[config.mk]
export PLATFORM = sky130hd
export DESIGN_NAME = uart_fifo_tx
export DESIGN_NICKNAME = d
export VERILOG_FILES = /design/src/rtl/uart_fifo_tx.sv
export SDC_FILE = /design/constraint.sdc
export NUM_CORES = 1
export LEC_CHECK = 0
export BUFFER_PORTS_ARGS = -buffer_cell sky130_fd_sc_hd__buf_2
export CAP_MARGIN = 20
export CORE_ASPECT_RATIO = 1.25
export CORE_UTILIZATION = 55
export DETAILED_ROUTE_END_ITERATION = 12
export GPL_TIMING_DRIVEN = 0
export PLACE_DENSITY = 0.86
export SKIP_LAST_GASP = 1
export SYNTH_ARGS = -nofsm -noshare
export SYNTH_HDL_FRONTEND = slang
export SYNTH_SLANG_ARGS = --single-unit
export TNS_END_PERCENT = 30
[constraint.sdc]
create_clock -name iClk -period 2.7 [get_ports iClk]
set_clock_uncertainty 0.1 [all_clocks]
set_input_delay 0.27 -clock iClk [delete_from_list [all_inputs] [get_ports iClk]]
set_output_delay 0.27 -clock iClk [all_outputs]
set_load 0.1 [all_outputs]
[src/rtl/uart_fifo_tx.sv]
// 8N1 UART transmitter draining a show-ahead FIFO; UART_FIFO_TX_PARITY_EN adds an even-parity bit (8E1).
// Latency: START begins 2 cycles after a pop is granted; backpressure: pops only from LOAD, when iEn=1 and iEmpty=0.
module uart_fifo_tx #(
  parameter int CLK_HZ = 100_000_000,
  parameter int BAUD   = 9600
) (
  input  logic       iClk,
  input  logic       iRst,
  input  logic       iEn,
  input  logic       iEmpty,
  input  logic [7:0] iRdData,
  output logic       oPop,
  output logic       oTx,
  output logic       oBusy,
  output logic       oDone
);

  // DIV must be at least 2 for the bit counter to be meaningful.
  localparam int DIV = CLK_HZ / BAUD;
  localparam int CW  = (DIV > 1) ? $clog2(DIV) : 1;
  localparam logic [CW-1:0] LAST = CW'(DIV - 1);

`ifdef UART_FIFO_TX_PARITY_EN
  typedef enum logic [2:0] {IDLE, LOAD, START, DATA, PARITY, STOP} stateT;
`else
  typedef enum logic [2:0] {IDLE, LOAD, START, DATA, STOP} stateT;
`endif

  stateT         state, stateNxt;
  logic [CW-1:0] bitCnt, cntNxt;
  logic [2:0]    bitIdx, idxNxt;
  logic [7:0]    shiftReg, shNxt;
  logic          txQ, txNxt;
  logic          armed;
  logic          bitEnd;
`ifdef UART_FIFO_TX_PARITY_EN
  logic          parityQ;
`endif

  assign bitEnd = (bitCnt == LAST);

  always_ff @(posedge iClk or posedge iRst) begin
    if (iRst) begin
      state    <= IDLE;
      bitCnt   <= '0;
      bitIdx   <= '0;
      shiftReg <= '0;
      txQ      <= 1'b1;
      armed    <= 1'b0;
    end else begin
      state    <= stateNxt;
      bitCnt   <= cntNxt;
      bitIdx   <= idxNxt;
      shiftReg <= shNxt;
      txQ      <= txNxt;
      armed    <= 1'b1;
    end
  end

`ifdef UART_FIFO_TX_PARITY_EN
  always_ff @(posedge iClk or posedge iRst) begin
    if (iRst)
      parityQ <= 1'b0;
    else if (state == LOAD)
      parityQ <= ^iRdData;
  end
`endif

  always_comb begin
    stateNxt = state;
    cntNxt   = bitCnt;
    idxNxt   = bitIdx;
    shNxt    = shiftReg;
    txNxt    = 1'b1;
    case (state)
      // armed holds off the first LOAD until the second edge after reset release
      IDLE: if (armed && iEn && !iEmpty) stateNxt = LOAD;
      LOAD: begin
        shNxt    = iRdData;
        cntNxt   = '0;
        stateNxt = START;
      end
      START: begin
        cntNxt = bitCnt + CW'(1);
        if (bitEnd) begin
          cntNxt   = '0;
          idxNxt   = '0;
          stateNxt = DATA;
        end
      end
      DATA: begin
        cntNxt = bitCnt + CW'(1);
        if (bitEnd) begin
          cntNxt = '0;
          shNxt  = {1'b0, shiftReg[7:1]};
          idxNxt = bitIdx + 3'd1;
`ifdef UART_FIFO_TX_PARITY_EN
          if (bitIdx == 3'd7) stateNxt = PARITY;
`else
          if (bitIdx == 3'd7) stateNxt = STOP;
`endif
        end
      end
`ifdef UART_FIFO_TX_PARITY_EN
      PARITY: begin
        cntNxt = bitCnt + CW'(1);
        if (bitEnd) begin
          cntNxt   = '0;
          stateNxt = STOP;
        end
      end
`endif
      STOP: begin
        cntNxt = bitCnt + CW'(1);
        if (bitEnd) begin
          cntNxt   = '0;
          stateNxt = IDLE;
        end
      end
      default: stateNxt = IDLE;
    endcase

    // Line level is computed for the state being entered so the flop tracks state exactly.
    case (stateNxt)
      START:   txNxt = 1'b0;
      DATA:    txNxt = shNxt[0];
`ifdef UART_FIFO_TX_PARITY_EN
      PARITY:  txNxt = parityQ;
`endif
      default: txNxt = 1'b1;
    endcase
  end

  assign oTx   = txQ;
  assign oPop  = (state == LOAD);
  assign oBusy = (state != IDLE);
  assign oDone = (state == STOP) && bitEnd;

endmodule

==> results.toml <==
[min_path]
hold_class = "in -> reg"

[drt]
ant_nets = 0
vias_per_cell = 5.792
vias = 1309
routed_wl_um = 3145
drt-pass1-iter-count = 6
routedWlPerCell_um = 13.92
drc = 0
drtIter0Drc = 32

[die]
chipWidth_um = 50.68
die_y_um = 62.85
fp.coreArea_mm2 = 0.002733
start_util_pct = 59.62
dieArea_mm2 = 0.003185
io_pins = 16
rows = 21

[setup_path]
critPathRequiredTime_ns = 2.33
start_kind = "flip-flop"
path_max_fanout = 10
end_kind = "primary output"
cp_data_arrival_time_ns = 2.12
ff2ff_setup_slack_ns = 0.47
path_class = "reg -> out"

[power]
power_density_mw_per_mm2 = 877.7
p_switching_uw = 651.4
leakagePower_uw = 0.0008668
pwr-share-clk_pct = 21.3
internal_power_uw = 982.7
seq_power_share_pct = 40.0
ir_worst_vdd_v = 0.0006032
combPwrFrac_pct = 38.6
finalPower_uw = 1634
switching_share_pct = 39.86

[yosys]
synth_edf_count = 0
async_flop_share_pct = 100.0
synth_area_per_cell_um2 = 9.755
synthCells = 167
synth_flop_cell = "dfrtp_1"
yosys-top-cells-area = "dfrtp_1, nand2_1, nor2_1, xor2_1, a22oi_1"
syn_area_mm2 = 0.001629
ys_seq_elements = 30
synth_common_cells = "dfrtp_1, nand2_1, nor2_1"
synth_top_family_by_area = "simple AND/OR/NAND/NOR gates"
synth_fa_ha_area_share_pct = 2.304
netlist.top_cell.by_area = "dfrtp_1"
synth_mux_area_share_pct = 2.535
yosysMostFrequentCell = "dfrtp_1"
synth-simple-area-share_pct = 26.34
yosysSeqAreaShare_pct = 46.16
syn_nets = 182
yosysWarnings = 0
synth-xor-area-share_pct = 6.452
netlist-cell-type-count = 45
synth_compound_area_share_pct = 12.98
yosysTopAreaCellShare_pct = 44.55

[clock_tree]
cts_made_buffers = 5
cts_max_level = 2
clkSlewWorstSetupHoldPaths_ns = 0.09
insertion_delay_ns = 0.33
clock-sinks = 30
cts_root_buf = "clkbuf_4"
tritoncts = "done"
clk_path_buf_depth = 2

[status]
status = "finished clean"

[sta]
relSlewSlack_pct = 62.21
fmax_mhz = 402.2
fin_crit_ns = 2.486
setup_ws_ns = 0.2136
rsz0062_at_grt = "false"
drv_slew = 0
post-route-period-util_pct = 92.09
hold_slack_ns = 0.03155
tightest_slew_ns = 0.5626
setup-violations-final = 0
fin_tns_setup_ns = 0
finalHoldViolCount = 0

[global_routing]
grt_pass1_wl_um = 5340
antenna_found_initial = 0
grt.total_usage_pct = 22.05
grt_max_degree = 31
grt_overflow = 0
grt_pass1_vias = 1243

[cells_and_area]
nets = 206
n_antenna_cell = 0
fill_cells = 217
drive_gt1_share_pct = 18.75
areaGrowthSynthToFinish_pct = 14.29

[run]
cap_violations = 0

[placed_design]
place_congestion = 0.8171
post-place-ws_ns = 0.5083
portBuffers = 15
hpwl_um = 2180
## cell families after synthesis
group,after synthesis
fa+ha+maj,3
xor+xnor,12
other cells,1
flops,30
mux,4
buf+inv,11
simple gates,78
compound gates,28
## placed cells by master (no fill, tap or decap), drive strengths merged, types with 2 or more instances in the layout
master,instances
clkbuf,8
o21ai,7
nand2,26
xnor2,4
and3,2
inv,4
dfrtp,29
nor2,21
nand4bb,3
nand3,5
a21oi,4
nor4,2
a221oi,2
nand4,5
nor3,5
clkinv,2
mux2i,3
xor2,8
ha,3
buf,20
a22oi,6
## power by group through the flow
stage,Clock [µW],Combinational [µW],Sequential [µW]
5_1_grt,375,700,671
4_1_cts,356,624,654
6_report,349,631,654
2_1_floorplan,0,463,701
3_5_place_dp,0,617,663
3_3_place_gp,0,595,658
## worst max-delay path: stages, from the launching register on
cell and delay [ns]:
dfrtp_1 0.37, buf_2 0.22, inv_1 0.08, nor3_1 0.25, clkbuf_1 0.37, buf_2 0.50
## final timing paths
kind / start / endpoint / cells past startpoint
max: state[0]$_DFF_PP0_ / oPop / 5
min: iRdData[6] / shiftReg[6]$_DFFE_PP0P_ / 3
max reg2reg: bitCnt[9]$_DFFE_PP0P_ / bitCnt[7]$_DFFE_PP0P_ / 5
min reg2reg: bitIdx[2]$_DFFE_PP0P_ / bitIdx[2]$_DFFE_PP0P_ / 2
max in group asynchronous: iRst / oTx$_DFF_PP1_ / 4
min in group asynchronous: iRst / bitCnt[9]$_DFFE_PP0P_ / 3
## through the flow
step	instance area (µm²)	util, %	std cells
floorplan	1629	-	167
global placement	1747	63.92	216
detailed placement	1747	63.92	216
CTS	1824	66.76	224
global route	1862	68.13	226
finish	1862	68.13	226
## state kept, by name, indices dropped and copies added (netlist names)
register / flops
state: 3
bitIdx: 3
bitCnt: 14
shiftReg: 8
armed: 1
oTx: 1
## layout make-up
| class | count | area, µm² | area share [%] |
|---|---|---|---|
| Buffer | 7 | 33.78 | 1.815 |
| Clock buffer | 5 | 37.54 | 2.016 |
| Inverter | 4 | 15.01 | 0.8064 |
| Sequential cell | 30 | 752.0 | 40.39 |
| Tap cell | 34 | 42.54 | 2.285 |
| Multi-Input combinational cell | 126 | 828.3 | 44.49 |
| Timing Repair Buffer | 17 | 112.6 | 6.048 |
| Clock inverter | 3 | 40.04 | 2.151 |
## layer usage
layer	vias up	global-route usage, %	part of all wire [%]
met5	-	0	0
met4	0	9.375	1.8
met3	9	4.623	3.6
met2	35	37.83	52
met1	626	26.12	42
li1	639	-	-
## what timing repair did
action / 4_1_cts / 5_1_grt
hold endpoints to repair: 0 / 9
resized for setup: 0 / 0
hold buffers: 0 / 1
buffers inserted: 0 / 0
No activity file was read; power rests on OpenSTA's default activity.
